File: config.mk
export PLATFORM = sky130hd
export DESIGN_NAME = uart_rx_fifo_flat
export DESIGN_NICKNAME = d
export VERILOG_FILES = /design/src/rtl/uart_rx_fifo_if.sv /design/src/rtl/uart_rx_fifo.sv /design/src/flat_wrapper.sv
export SDC_FILE = /design/constraint.sdc
export NUM_CORES = 1
export LEC_CHECK = 0
export ABC_CLOCK_PERIOD_IN_PS = 7900
export CORE_AREA = 2 2 148 114
export DETAILED_ROUTE_END_ITERATION = 12
export DIE_AREA = 0 0 150 116
export GPL_TIMING_DRIVEN = 0
export HOLD_SLACK_MARGIN = 0.12
export SLEW_MARGIN = 0
export SYNTH_ARGS = -nofsm -noshare
export SYNTH_HDL_FRONTEND = slang
export SYNTH_SLANG_ARGS = --single-unit
File: constraint.sdc
create_clock -name i_clk -period 7.9 [get_ports i_clk]
set_clock_uncertainty 0.2 [all_clocks]
set_input_delay 2.37 -clock i_clk [delete_from_list [all_inputs] [get_ports i_clk]]
set_output_delay 2.37 -clock i_clk [all_outputs]
set_load 0.02 [all_outputs]
File: src/rtl/uart_rx_fifo_if.sv
// Handshake bundle between the UART receiver / consumer side and the receive FIFO.
// The slave modport is the FIFO's view; master is the view of whatever drives it.
interface uart_rx_fifo_if #(
  parameter int DATA_W     = 8,
  parameter int DEPTH_LOG2 = 4
);
  logic                  i_wr_valid;
  logic [DATA_W-1:0]     i_wr_data;
  logic                  i_rd_en;
  logic                  i_flush;
  logic                  i_clr_ovf;
  logic [DATA_W-1:0]     o_rd_data;
  logic                  o_rd_valid;
  logic                  o_empty;
  logic                  o_full;
  logic [DEPTH_LOG2:0]   o_count;
  logic                  o_overflow;
  logic                  o_afull;
  logic                  o_aempty;

  modport master (
    output i_wr_valid, i_wr_data, i_rd_en, i_flush, i_clr_ovf,
    input  o_rd_data, o_rd_valid, o_empty, o_full, o_count, o_overflow, o_afull, o_aempty
  );

  modport slave (
    input  i_wr_valid, i_wr_data, i_rd_en, i_flush, i_clr_ovf,
    output o_rd_data, o_rd_valid, o_empty, o_full, o_count, o_overflow, o_afull, o_aempty
  );
endinterface

File: src/rtl/uart_rx_fifo.sv
// Receive-side byte FIFO behind the UART receiver: registered read port, status flags, sticky overflow.
// Define UART_RX_FIFO_THRESH_EN to get registered almost-full / almost-empty flags.
module uart_rx_fifo #(
  parameter int DATA_W     = 8,
  parameter int DEPTH_LOG2 = 4,
  parameter int AFULL_LVL  = 12,
  parameter int AEMPTY_LVL = 2
) (
  input  logic            i_clk,
  input  logic            i_reset,
  uart_rx_fifo_if.slave   bus
);

  localparam int DEPTH = 1 << DEPTH_LOG2;
  localparam logic [DEPTH_LOG2:0] DEPTH_CNT = (DEPTH_LOG2+1)'(DEPTH);

  logic [DATA_W-1:0]     mem [DEPTH];

  logic [DEPTH_LOG2-1:0] wr_ptr_reg, wr_ptr_next;
  logic [DEPTH_LOG2-1:0] rd_ptr_reg, rd_ptr_next;
  logic [DEPTH_LOG2:0]   count_reg, count_next;
  logic                  empty_reg, full_reg;
  logic                  overflow_reg, overflow_next;
  logic                  rd_valid_reg, rd_valid_next;
  logic [DATA_W-1:0]     rd_data_reg;

  logic                  rd_accept;
  logic                  wr_accept;
  logic                  wr_drop;

  // Flush wins over both ports; a full FIFO still takes a write when a read frees the slot.
  always_comb begin
    rd_accept = bus.i_rd_en && !empty_reg && !bus.i_flush;
    wr_accept = bus.i_wr_valid && (!full_reg || rd_accept) && !bus.i_flush;
    wr_drop   = bus.i_wr_valid && full_reg && !rd_accept && !bus.i_flush;
  end

  always_comb begin
    wr_ptr_next   = wr_ptr_reg;
    rd_ptr_next   = rd_ptr_reg;
    count_next    = count_reg;
    rd_valid_next = rd_accept;
    overflow_next = overflow_reg;

    if (bus.i_flush) begin
      wr_ptr_next = '0;
      rd_ptr_next = '0;
      count_next  = '0;
    end else begin
      if (wr_accept) begin
        wr_ptr_next = wr_ptr_reg + 1'b1;
      end
      if (rd_accept) begin
        rd_ptr_next = rd_ptr_reg + 1'b1;
      end
      case ({wr_accept, rd_accept})
        2'b10:   count_next = count_reg + 1'b1;
        2'b01:   count_next = count_reg - 1'b1;
        default: count_next = count_reg;
      endcase
    end

    // A fresh drop beats a simultaneous clear.
    if (wr_drop) begin
      overflow_next = 1'b1;
    end else if (bus.i_clr_ovf) begin
      overflow_next = 1'b0;
    end
  end

  always_ff @(posedge i_clk or negedge i_reset) begin
    if (!i_reset) begin
      wr_ptr_reg   <= '0;
      rd_ptr_reg   <= '0;
      count_reg    <= '0;
      empty_reg    <= 1'b1;
      full_reg     <= 1'b0;
      overflow_reg <= 1'b0;
      rd_valid_reg <= 1'b0;
    end else begin
      wr_ptr_reg   <= wr_ptr_next;
      rd_ptr_reg   <= rd_ptr_next;
      count_reg    <= count_next;
      empty_reg    <= (count_next == '0);
      full_reg     <= (count_next == DEPTH_CNT);
      overflow_reg <= overflow_next;
      rd_valid_reg <= rd_valid_next;
    end
  end

  // Storage has no reset so it maps onto block RAM.
  always_ff @(posedge i_clk) begin
    if (wr_accept) begin
      mem[wr_ptr_reg] <= bus.i_wr_data;
    end
  end

  always_ff @(posedge i_clk or negedge i_reset) begin
    if (!i_reset) begin
      rd_data_reg <= '0;
    end else if (rd_accept) begin
      rd_data_reg <= mem[rd_ptr_reg];
    end
  end

`ifdef UART_RX_FIFO_THRESH_EN
  logic afull_reg, aempty_reg;

  always_ff @(posedge i_clk or negedge i_reset) begin
    if (!i_reset) begin
      afull_reg  <= 1'b0;
      aempty_reg <= 1'b1;
    end else begin
      afull_reg  <= (int'(count_next) >= AFULL_LVL);
      aempty_reg <= (int'(count_next) <= AEMPTY_LVL);
    end
  end

  assign bus.o_afull  = afull_reg;
  assign bus.o_aempty = aempty_reg;
`else
  logic unused_thresh;
  assign unused_thresh = (AFULL_LVL > AEMPTY_LVL);
  assign bus.o_afull   = 1'b0;
  assign bus.o_aempty  = 1'b1;
`endif

  assign bus.o_rd_data  = rd_data_reg;
  assign bus.o_rd_valid = rd_valid_reg;
  assign bus.o_empty    = empty_reg;
  assign bus.o_full     = full_reg;
  assign bus.o_count    = count_reg;
  assign bus.o_overflow = overflow_reg;

endmodule

File: src/flat_wrapper.sv
// flat-port wrapper written by rule: the top's interface ports become plain ports
module uart_rx_fifo_flat 
#(
  parameter int DATA_W     = 8,
  parameter int DEPTH_LOG2 = 4,
  parameter int AFULL_LVL  = 12,
  parameter int AEMPTY_LVL = 2
)
  (i_clk, i_reset, bus_i_wr_valid, bus_i_wr_data, bus_i_rd_en, bus_i_flush, bus_i_clr_ovf, bus_o_rd_data, bus_o_rd_valid, bus_o_empty, bus_o_full, bus_o_count, bus_o_overflow, bus_o_afull, bus_o_aempty);
  uart_rx_fifo_if #(.DATA_W(DATA_W), .DEPTH_LOG2(DEPTH_LOG2)) bus_i ();
  input  logic i_clk;
  input  logic i_reset;
  input wire logic [$bits(bus_i.i_wr_valid)-1:0] bus_i_wr_valid;
  input wire logic [$bits(bus_i.i_wr_data)-1:0] bus_i_wr_data;
  input wire logic [$bits(bus_i.i_rd_en)-1:0] bus_i_rd_en;
  input wire logic [$bits(bus_i.i_flush)-1:0] bus_i_flush;
  input wire logic [$bits(bus_i.i_clr_ovf)-1:0] bus_i_clr_ovf;
  output wire logic [$bits(bus_i.o_rd_data)-1:0] bus_o_rd_data;
  output wire logic [$bits(bus_i.o_rd_valid)-1:0] bus_o_rd_valid;
  output wire logic [$bits(bus_i.o_empty)-1:0] bus_o_empty;
  output wire logic [$bits(bus_i.o_full)-1:0] bus_o_full;
  output wire logic [$bits(bus_i.o_count)-1:0] bus_o_count;
  output wire logic [$bits(bus_i.o_overflow)-1:0] bus_o_overflow;
  output wire logic [$bits(bus_i.o_afull)-1:0] bus_o_afull;
  output wire logic [$bits(bus_i.o_aempty)-1:0] bus_o_aempty;
  assign bus_i.i_wr_valid = bus_i_wr_valid;
  assign bus_i.i_wr_data = bus_i_wr_data;
  assign bus_i.i_rd_en = bus_i_rd_en;
  assign bus_i.i_flush = bus_i_flush;
  assign bus_i.i_clr_ovf = bus_i_clr_ovf;
  assign bus_o_rd_data = bus_i.o_rd_data;
  assign bus_o_rd_valid = bus_i.o_rd_valid;
  assign bus_o_empty = bus_i.o_empty;
  assign bus_o_full = bus_i.o_full;
  assign bus_o_count = bus_i.o_count;
  assign bus_o_overflow = bus_i.o_overflow;
  assign bus_o_afull = bus_i.o_afull;
  assign bus_o_aempty = bus_i.o_aempty;
  uart_rx_fifo #(.DATA_W(DATA_W), .DEPTH_LOG2(DEPTH_LOG2), .AFULL_LVL(AFULL_LVL), .AEMPTY_LVL(AEMPTY_LVL)) u_core (.i_clk(i_clk), .i_reset(i_reset), .bus(bus_i));
endmodule
==> flow_summary.ini <==
[die]
die_x_um = 150
initial_core_util_pct = 39.8
io_pins = 33
die_area_um2 = 17400
rows = 40
core_um2 = 15800
fp.dieH_um = 116

[grt]
grt_pass1_vias = 3358
grt-ovfl-total = 0
grt_use_total_pct = 16.4
grt_pass1_wl_um = 20200
grt_max_degree = 26
antenna_found_initial = 0

[critical_path]
r2r_cells = 12
r2r-start = u_core.bus.o_empty$_DFF_PN1_
cp_slowest_stage_delay_ns = 0.60
critPathTopFamily = buffers and inverters
cp-end-kind = register
cp-start-kind = input pin
path_cells = clkdlybuf4s50_1, or3b_2, buf_2, clkbuf_1, inv_1, ha_1, xor2_1, ha_1, nor3b_1, o32ai_1, xnor2_1, nor2_1, and4_1
critPathKind = input pin to register
ff2ff_setup_slack_ns = 4.37
crit_fanout = 10
reg2reg_to = u_core.bus.o_full$_DFF_PN0_
cp_common_cell = ha_1
path_buf_inv = 4
worstPathRequired_ns = 8.00
slowest_stage = clkdlybuf4s50_1
critPathArrivalTime_ns = 5.70

[routing]
drcViolationCount = 0
drt-vias-per-instance = 5.31
firstDrtPassIters = 4
detail_route.wl_per_cell_um = 21.7
routed_wl_um = 13300
num_vias = 3250
first_iter_violations = 221
antenna_left = 0

[yosys]
synth_edf_count = 128
synth_area_um2 = 6290
syn_area_per_cell_um2 = 18.6
synth_cell_types = 43
synth_largest_area_cell = edfxtp_1
synthTopCellsByCount = edfxtp_1, nor2_1, dfrtp_1, mux4_1, mux4_2
yosysWarningCount = 0
synthCells = 339
syn_nets = 361
yosysMostFrequentCell = edfxtp_1
synth-main-ff-cell = edfxtp_1
async_flop_share_pct = 16.3
yosysTopAreaCellShare_pct = 61.1
ys_ff_latch = 153
synth_area_leaders = edfxtp_1, dfrtp_1, mux4_1
yosysSeqAreaShare_pct = 71.0

[timing]
finalHoldViolCount = 0
fin_tns_setup_ns = 0
tightest_slew_ns = 1.26
clock.fmax_mhz = 178
max_slew_margin_pct = 15.6
fin_ws_ns = 2.29
setup_viol = 0
maxSlewViolCount = 0
min_period_ns = 5.61
fin_crit_sh_pct = 71.0
rsz0062_at_grt = false

[cts]
numCtsBuffers = 17
cts_resized = 0
cts_htree_levels = 4
clockBufferDepth = 2
insertion_delay_ns = 0.41
clock-root-buffer = clkbuf_16
cts_sinks = 153
tritoncts = done
hold_buffers = 0
clkTransAtPathRegs_ns = 0.06
post-cts-setup-buffers = 0

[run_status]
outcome = complete, no violations

[placement]
dp_hpwl_um = 8770
pre_cts_ws_ns = 1.89
dp_cells = 580
place.port_buffers = 30
gp_congestion = 0.760

[layout]
drive_gt1_share_pct = 16.7
final_nets = 412
syn_to_final_growth_pct = 18.5
antenna_cells = 0
final-instance-count-excl-fill = 612
final_util_pct = 47.1
largest_reg_flops = 128
regMostFlops = u_core.mem

[power]
p_per_area_nw_per_um2 = 260
p_leak_uw = 0.00248
vdd_ir_drop_max_v = 0.000165

[hold_path]
hold_path_depth = 1
min_to = u_core.bus.o_rd_data[4]$_DFFE_PN0P_
hold_class = register to register
hold_start = u_core.bus.o_rd_data[4]$_DFFE_PN0P_

[job]
maxCapViolations = 0
-- stage by stage --
stage | total power (uW) | hold WS (ns) | cell area (um^2)
after floorplan | 1050 | 0.358 | 6290
after global placement | 1150 | 0.298 | 6860
after detailed placement | 1150 | 0.303 | 6860
after CTS | 1950 | 0.320 | 7450
after global routing | 2000 | 0.357 | 7450
final | 1940 | 0.326 | 7450
-- worst max-delay path by stage --
stage	startpoint	end	slack, ns	depth (start not counted)
5_1_grt	bus_i_flush	u_core.bus.o_full$_DFF_PN0_	2.03	13
3_3_place_gp	bus_i_flush	u_core.bus.o_full$_DFF_PN0_	1.93	13
4_1_cts	bus_i_flush	u_core.bus.o_full$_DFF_PN0_	2.31	13
6_report	bus_i_flush	u_core.bus.o_full$_DFF_PN0_	2.29	13
2_1_floorplan	bus_i_flush	u_core.bus.o_full$_DFF_PN0_	2.98	12
3_5_place_dp	bus_i_flush	u_core.bus.o_full$_DFF_PN0_	1.89	13
-- layout make-up --
type | count | area, um^2
timing repair buffer | 32 | 310
tap | 210 | 263
fill | 1365 | 8360
clock inverter | 13 | 155
multi-input combinational | 157 | 1670
clock buffer | 18 | 429
buffer | 21 | 128
inverter | 8 | 30.0
sequential | 153 | 4470
-- logic make-up after synthesis --
group,after synthesis,synth area share [%]
and+or+nand+nor,63,4.77
xor gates and xnor gates,12,1.67
adders and majority gates,8,1.59
muxes,50,15.5
other,2,0.119
AOI/OAI and AO/OA,22,2.80
buffers and inverters,29,2.51
DFF,153,71.0
-- power by group --
part	leakage [uW]	switching [uW]	total (uW)	internal, uW
sequential	0.00148	22.1	927	905
combinational	0.000718	104	207	103
clock	0.000283	315	807	492
-- metal layers --
metal / vias to the layer above / global-route usage [%] / share of wire, %
met2: 86 / 26.6 / 49
li1: 1443 / - / -
met3: 16 / 3.07 / 4.7
met4: 0 / 5.28 / 1.2
met5: - / 0 / 0
met1: 1705 / 22.7 / 45
-- layout by cell type (no fill, tap or decap), drive strengths merged, types with 7 or more instances in the layout --
cell	count
mux2i	10
nor3	12
ha	8
clkdlybuf4s50	29
mux2	8
xnor2	7
nand2	10
dfrtp	24
inv	8
a221o	8
clkinv	8
buf	12
clkbuf	30
nor2	26
edfxtp	128
mux4	32
Note: power is estimated with default switching activity, not from simulation.
